### config.mk
export PLATFORM = sky130hd
export DESIGN_NAME = fifo_wr_arbiter
export DESIGN_NICKNAME = d
export VERILOG_FILES = /design/src/rtl/fifo_wr_arbiter.sv
export SDC_FILE = /design/constraint.sdc
export NUM_CORES = 1
export LEC_CHECK = 0
export CAP_MARGIN = 25
export CORE_MARGIN = 5
export CORE_UTILIZATION = 33
export CTS_CLUSTER_SIZE = 14
export DETAILED_ROUTE_END_ITERATION = 8
export PLACE_DENSITY = 0.77
export SKIP_LAST_GASP = 1
export SYNTH_ARGS = -nofsm -noshare
export SYNTH_HDL_FRONTEND = slang
export SYNTH_SLANG_ARGS = --single-unit
export TNS_END_PERCENT = 5
### constraint.sdc
create_clock -name clk -period 1.6 [get_ports clk]
set_input_delay 0.32 -clock clk [delete_from_list [all_inputs] [get_ports clk]]
set_output_delay 0.32 -clock clk [all_outputs]
set_load 0.05 [all_outputs]
### src/rtl/fifo_wr_arbiter.sv
// fifo_wr_arbiter
//   Round-robin arbiter that shares one FIFO write port among NREQ producers.
//   A producer is granted for a burst of up to MAX_BURST beats; one idle
//   arbitration cycle separates consecutive grants.
//
// Handshake: a beat transfers on a rising clk edge when req_valid[i] and
//   req_ready[i] are both high. A producer holds req_valid/req_data/req_last
//   stable until the beat is accepted. req_ready is only ever high for the
//   current owner, and only when the FIFO is not full.
//
// Ports:
//   clk        rising-edge clock
//   rst        asynchronous active-high reset
//   req_valid  per-requester beat valid
//   req_data   requester i data in [i*DW +: DW]
//   req_last   final beat of a requester's burst
//   req_ready  per-requester beat accept
//   fifo_full  FIFO full flag
//   fifo_write FIFO write strobe (one per accepted beat)
//   fifo_din   FIFO write data
//   grant_id   index of the current or most recent owner
//   busy       high while a grant is active (state BURST)
module fifo_wr_arbiter #(
  parameter int NREQ      = 4,
  parameter int DW        = 8,
  parameter int MAX_BURST = 4,
  localparam int GW       = (NREQ > 1) ? $clog2(NREQ) : 1
) (
  input  logic               clk,
  input  logic               rst,
  input  logic [NREQ-1:0]    req_valid,
  input  logic [NREQ*DW-1:0] req_data,
  input  logic [NREQ-1:0]    req_last,
  output logic [NREQ-1:0]    req_ready,
  input  logic               fifo_full,
  output logic               fifo_write,
  output logic [DW-1:0]      fifo_din,
  output logic [GW-1:0]      grant_id,
  output logic               busy
);

  typedef enum logic {IDLE = 1'b0, BURST = 1'b1} state_t;

  state_t         state, state_d;
  logic [GW-1:0]  owner, owner_d;
  logic [GW-1:0]  last_grant, last_grant_d;
  logic [3:0]     beat_cnt, beat_cnt_d;

  logic           sel_found;
  logic [GW-1:0]  sel_idx;
  logic [GW-1:0]  cand;
  logic           beat;
  logic           burst_end;

  function automatic logic [GW-1:0] wrap_idx(input int i);
    return GW'(i % NREQ);
  endfunction

  // Round-robin search starting just after the previous owner.
  always_comb begin
    sel_found = 1'b0;
    sel_idx   = '0;
    cand      = '0;
    for (int k = 1; k <= NREQ; k++) begin
      cand = wrap_idx(int'(last_grant) + k);
      if (!sel_found && req_valid[cand]) begin
        sel_found = 1'b1;
        sel_idx   = cand;
      end
    end
  end

  assign beat      = (state == BURST) && req_valid[owner] && !fifo_full;
  // req_last and the beat-count limit landing on the same beat give one end.
  assign burst_end = req_last[owner] || ((beat_cnt + 4'd1) == 4'(MAX_BURST));

  always_comb begin
    state_d      = state;
    owner_d      = owner;
    last_grant_d = last_grant;
    beat_cnt_d   = beat_cnt;
    req_ready    = '0;
    fifo_write   = 1'b0;
    fifo_din     = '0;
    case (state)
      IDLE: begin
        if (sel_found) begin
          owner_d    = sel_idx;
          beat_cnt_d = 4'd0;
          state_d    = BURST;
        end
      end
      BURST: begin
        req_ready[owner] = !fifo_full;
        fifo_write       = beat;
        fifo_din         = req_data[int'(owner)*DW +: DW];
        // A full FIFO holds the grant: no beat, no count, no release.
        if (!fifo_full) begin
          if (!req_valid[owner] || burst_end) begin
            last_grant_d = owner;
            beat_cnt_d   = 4'd0;
            state_d      = IDLE;
          end else begin
            beat_cnt_d = beat_cnt + 4'd1;
          end
        end
      end
      default: state_d = IDLE;
    endcase
  end

  always_ff @(posedge clk or posedge rst) begin
    if (rst) begin
      state      <= IDLE;
      owner      <= '0;
      last_grant <= GW'(NREQ - 1);
      beat_cnt   <= 4'd0;
    end else begin
      state      <= state_d;
      owner      <= owner_d;
      last_grant <= last_grant_d;
      beat_cnt   <= beat_cnt_d;
    end
  end

  // owner is only updated on a new grant, so it doubles as grant_id.
  assign grant_id = owner;
  assign busy     = (state == BURST);

endmodule

==> Flow_metrics.wiki, run 1 <==
{| class="wikitable"
! Metric !! Value
|-
| Final Hold Vio Count || 0
|-
| Number of global-route vias before repair || 1060
|-
| Synth Register Bits || 9
|-
| DRC errors left || 0
|-
| Routed wirelength normalized by instance count || 15.64 µm
|-
| Most common cell after layout, fill and taps aside || sky130_fd_sc_hd__clkdlybuf4s50_1
|-
| Critical path startpoint category || register
|-
| Layout cell share with drive strength beyond 1 || 42.86%
|-
| Synthesized cell area || 912.1 µm²
|-
| Critical path data arrival time || 1.62 ns
|-
| GR Util All Layers || 16.63%
|-
| Antenna violations before repair || 0
|-
| Via-per-instance ratio || 5.025
|-
| Failing checks || setup timing
|-
| Lkg Pwr || 0.0007907 µW
|-
| Final setup skew || 0.002807 ns
|-
| I/O pin count || 59
|-
| Pwr dens || 1708 nW/µm²
|-
| Final weighted congestion of routability-driven global placement || 0.7825
|-
| Critical-path top delay cell || sky130_fd_sc_hd__mux4_2
|-
| Max-slew violation count || 0
|-
| MaxCap Viol Count || 0
|-
| Unrepaired setup endpoints after global routing || yes
|-
| Number of instances in the synthesized netlist || 87
|-
| 1st-iter DRT viols || 43
|-
| H-tree levels || 1
|-
| Worst Max-Slew Pin Slew || 0.3589 ns
|-
| Share of synthesized area occupied by flip-flops and latches || 24.97%
|-
| Maximum buffer depth of the clock tree || 2
|-
| Std-Cell Rows || 19
|-
| Post-Place Worst Slack || -0.3317 ns
|-
| Vias || 1000
|-
| Final cycle utilization of the critical path || 121.3%
|-
| CP endpoint kind || output pin
|-
| Clock root buffer master || sky130_fd_sc_hd__clkbuf_4
|-
| Clock latency of the later-clocked register in the worst-skew pair || 0.26 ns
|-
| Sink Count || 9
|-
| Synthesis-to-layout area growth || 98.63%
|-
| Worst setup slack after layout || -0.3414 ns
|-
| Result of the run || finished with violations
|-
| Die area || 3916 µm²
|-
| Overall die height || 62.58 µm
|-
| Maximum achievable frequency || 515.1 MHz
|-
| Number of distinct library cells after synthesis || 39
|-
| Category of the most critical setup path || register to output pin
|-
| Number of placed cells counting well taps || 191
|-
| Starting density of the core || 33.66%
|-
| Number of buffers inserted during clock tree synthesis || 3
|-
| Classification of the worst-slack hold path || input pin to asynchronous set/reset pin
|-
| Count of nets left with antenna violations after detail routing || 0
|-
| Largest net degree at the start of global routing || 12
|-
| Wire length of the first global-routing pass || 5306 µm
|-
| Worst vdd rail ir drop || 1540 µV
|-
| Critical Path Most Common Cell || sky130_fd_sc_hd__buf_4
|-
| # diodes || 0
|-
| Delay of the slowest cell on the worst path || 0.50 ns
|-
| Grt ovf || 0
|-
| Detailed-routing iteration count for the pre-antenna-repair pass || 4
|-
| Top library cells by usage in the layout, fill and taps aside || sky130_fd_sc_hd__clkdlybuf4s50_1 (42), sky130_fd_sc_hd__buf_4 (27), sky130_fd_sc_hd__mux4_2 (10), sky130_fd_sc_hd__buf_12 (8), sky130_fd_sc_hd__nand2_1 (7)
|-
| DP HPWL || 2542 µm
|-
| Final #Nets || 214
|-
| Setup TNS || -4.718 ns
|-
| Cell Count, Final, Fillers Out || 199
|-
| TritonCTS clock tree || built
|-
| Worst Path Max Fanout || 5
|-
| Setup violations, final || 20
|-
| Final period demand of the worst path || 1.941 ns
|-
| Clock slew at reported path FFs || 0.06 ns
|-
| Hold Buf Count CTS || 0
|-
| Total of warnings raised by yosys || 0
|-
| Chip width || 62.58 µm
|-
| Placeable Area || 2710 µm²
|-
| Layout Cell Area excl Fill || 1812 µm²
|-
| Worst slew margin relative to its limit || 76.04%
|-
| Routed Wire Length || 3113 µm
|-
| Avg Cell Area, Syn || 10.48 µm²
|-
| Net Count, Synth || 132
|-
| Required time reported for the critical path endpoint || 1.28 ns
|-
| Instance area after placement || 1749 µm²
|-
| Crit path cell chain || buf_4, mux4_2, and2_4, buf_4
|-
| Post-layout total power || 3094 µW
|-
| Count of input and output buffers || 58
|}
Yosys cell counts, drive strengths merged:
cell / n / area share [%]
mux2i: 1 / 1.1
mux2: 3 / 4.5
nor3b: 1 / 0.82
a21o: 1 / 0.82
and3b: 1 / 0.96
a211oi: 1 / 0.82
a21boi: 1 / 0.82
o21ai: 6 / 4.9
nor2b: 3 / 2.1
and3: 1 / 0.69
nor4: 2 / 1.4
dfstp: 2 / 5.8
buf: 2 / 1.8
dfrtp: 7 / 19
a22o: 1 / 0.96
xor2: 1 / 0.96
inv: 4 / 1.6
nand3: 1 / 0.55
nand2b: 2 / 1.4
nor3: 1 / 0.55
o31ai: 1 / 0.82
mux4: 10 / 26
ha: 2 / 2.7
o22ai: 1 / 0.69
a22oi: 1 / 0.82
o211ai: 1 / 1.4
nand2: 7 / 2.9
nor2: 5 / 2.1
clkbuf: 3 / 1.2
a31oi: 1 / 0.69
and2: 9 / 6.4
clkinv: 1 / 0.55
a21oi: 3 / 1.6
critical path, delay by kind of cell, from the launching register on:
kind | cells | cell delay (ns)
flops | 1 | 0.36
mux | 1 | 0.50
simple gates | 1 | 0.17
buf+inv | 2 | 0.33
state kept, by name, indices dropped and copies added (netlist names):
signal      flops
beat_cnt        4
busy            1
grant_id        2
last_grant      2
path summary, 6_finish.rpt:
| check | start | endpoint | slack [ns] | cells past startpoint |
|---|---|---|---|---|
| max in group asynchronous | rst | last_grant[1]$_DFFE_PP1P_ | 0.97 | 2 |
| hold / removal | rst | busy$_DFF_PP0_ | 0.32 | 2 |
| hold reg to reg | beat_cnt[3]$_DFFE_PP0P_ | beat_cnt[3]$_DFFE_PP0P_ | 0.56 | 2 |
| min in group clk | beat_cnt[3]$_DFFE_PP0P_ | beat_cnt[3]$_DFFE_PP0P_ | 0.56 | 2 |
| setup reg to reg | grant_id[0]$_DFFE_PP0P_ | last_grant[1]$_DFFE_PP1P_ | -0.23 | 7 |
| setup / recovery | grant_id[0]$_DFFE_PP0P_ | fifo_din[0] | -0.34 | 4 |
logic make-up after synthesis:
group           count (synthesis)  synth area share, %
simple gates                   33                19.75
compound gates                 18                14.41
mux                            14                31.96
buf+inv                        10                5.211
flops                           9                24.97
fa+ha+maj                       2                2.743
xor+xnor                        1               0.9604
layout make-up:
class | count | area, µm²
Sequential cell | 9 | 230.2
Tap cell | 31 | 38.79
Multi-Input combinational cell | 68 | 656.9
Clock buffer | 4 | 26.28
Timing Repair Buffer | 82 | 839.6
Fill cell | 209 | 898.4
Inverter | 5 | 20.02
timing repair:
item                                   4_1_cts  5_1_grt
resized for setup                            8        3
cloned                                       0        0
pin swaps                                    1        0
setup endpoints to repair                   20       21
setup buffers                                4        0
endpoints found under the hold margin        0        0
power by group:
| group | total [µW] | switching (µW) | internal (µW) |
|---|---|---|---|
| logic | 2480 | 1240 | 1230 |
| clock network | 171 | 75.5 | 95.9 |
| registers | 447 | 121 | 325 |
metal layers:
layer,track usage (%),vias to the layer above,wire length [µm]
met1,18.80,469,1316
met5,0,-,0
met3,5.755,0,260
met4,2.387,0,0
li1,-,485,-
met2,30.44,46,1535
stage by stage:
step,util (%),hold slack (ns)
5_1_grt,66.85,0.3449
6_report,66.85,0.3244
3_3_place_gp,64.54,0.5342
4_1_cts,67.04,0.3165
2_1_floorplan,-,0.1464
3_5_place_dp,64.54,0.5646
No activity file was read; power rests on OpenSTA's default activity.
==> run 2: changes to the inputs <==
CTS_CLUSTER_DIAMETER = 50   (was unset)
==> results of run 2 <==
Same layout as run 1: the final DEF is identical, and so are final timing and power.
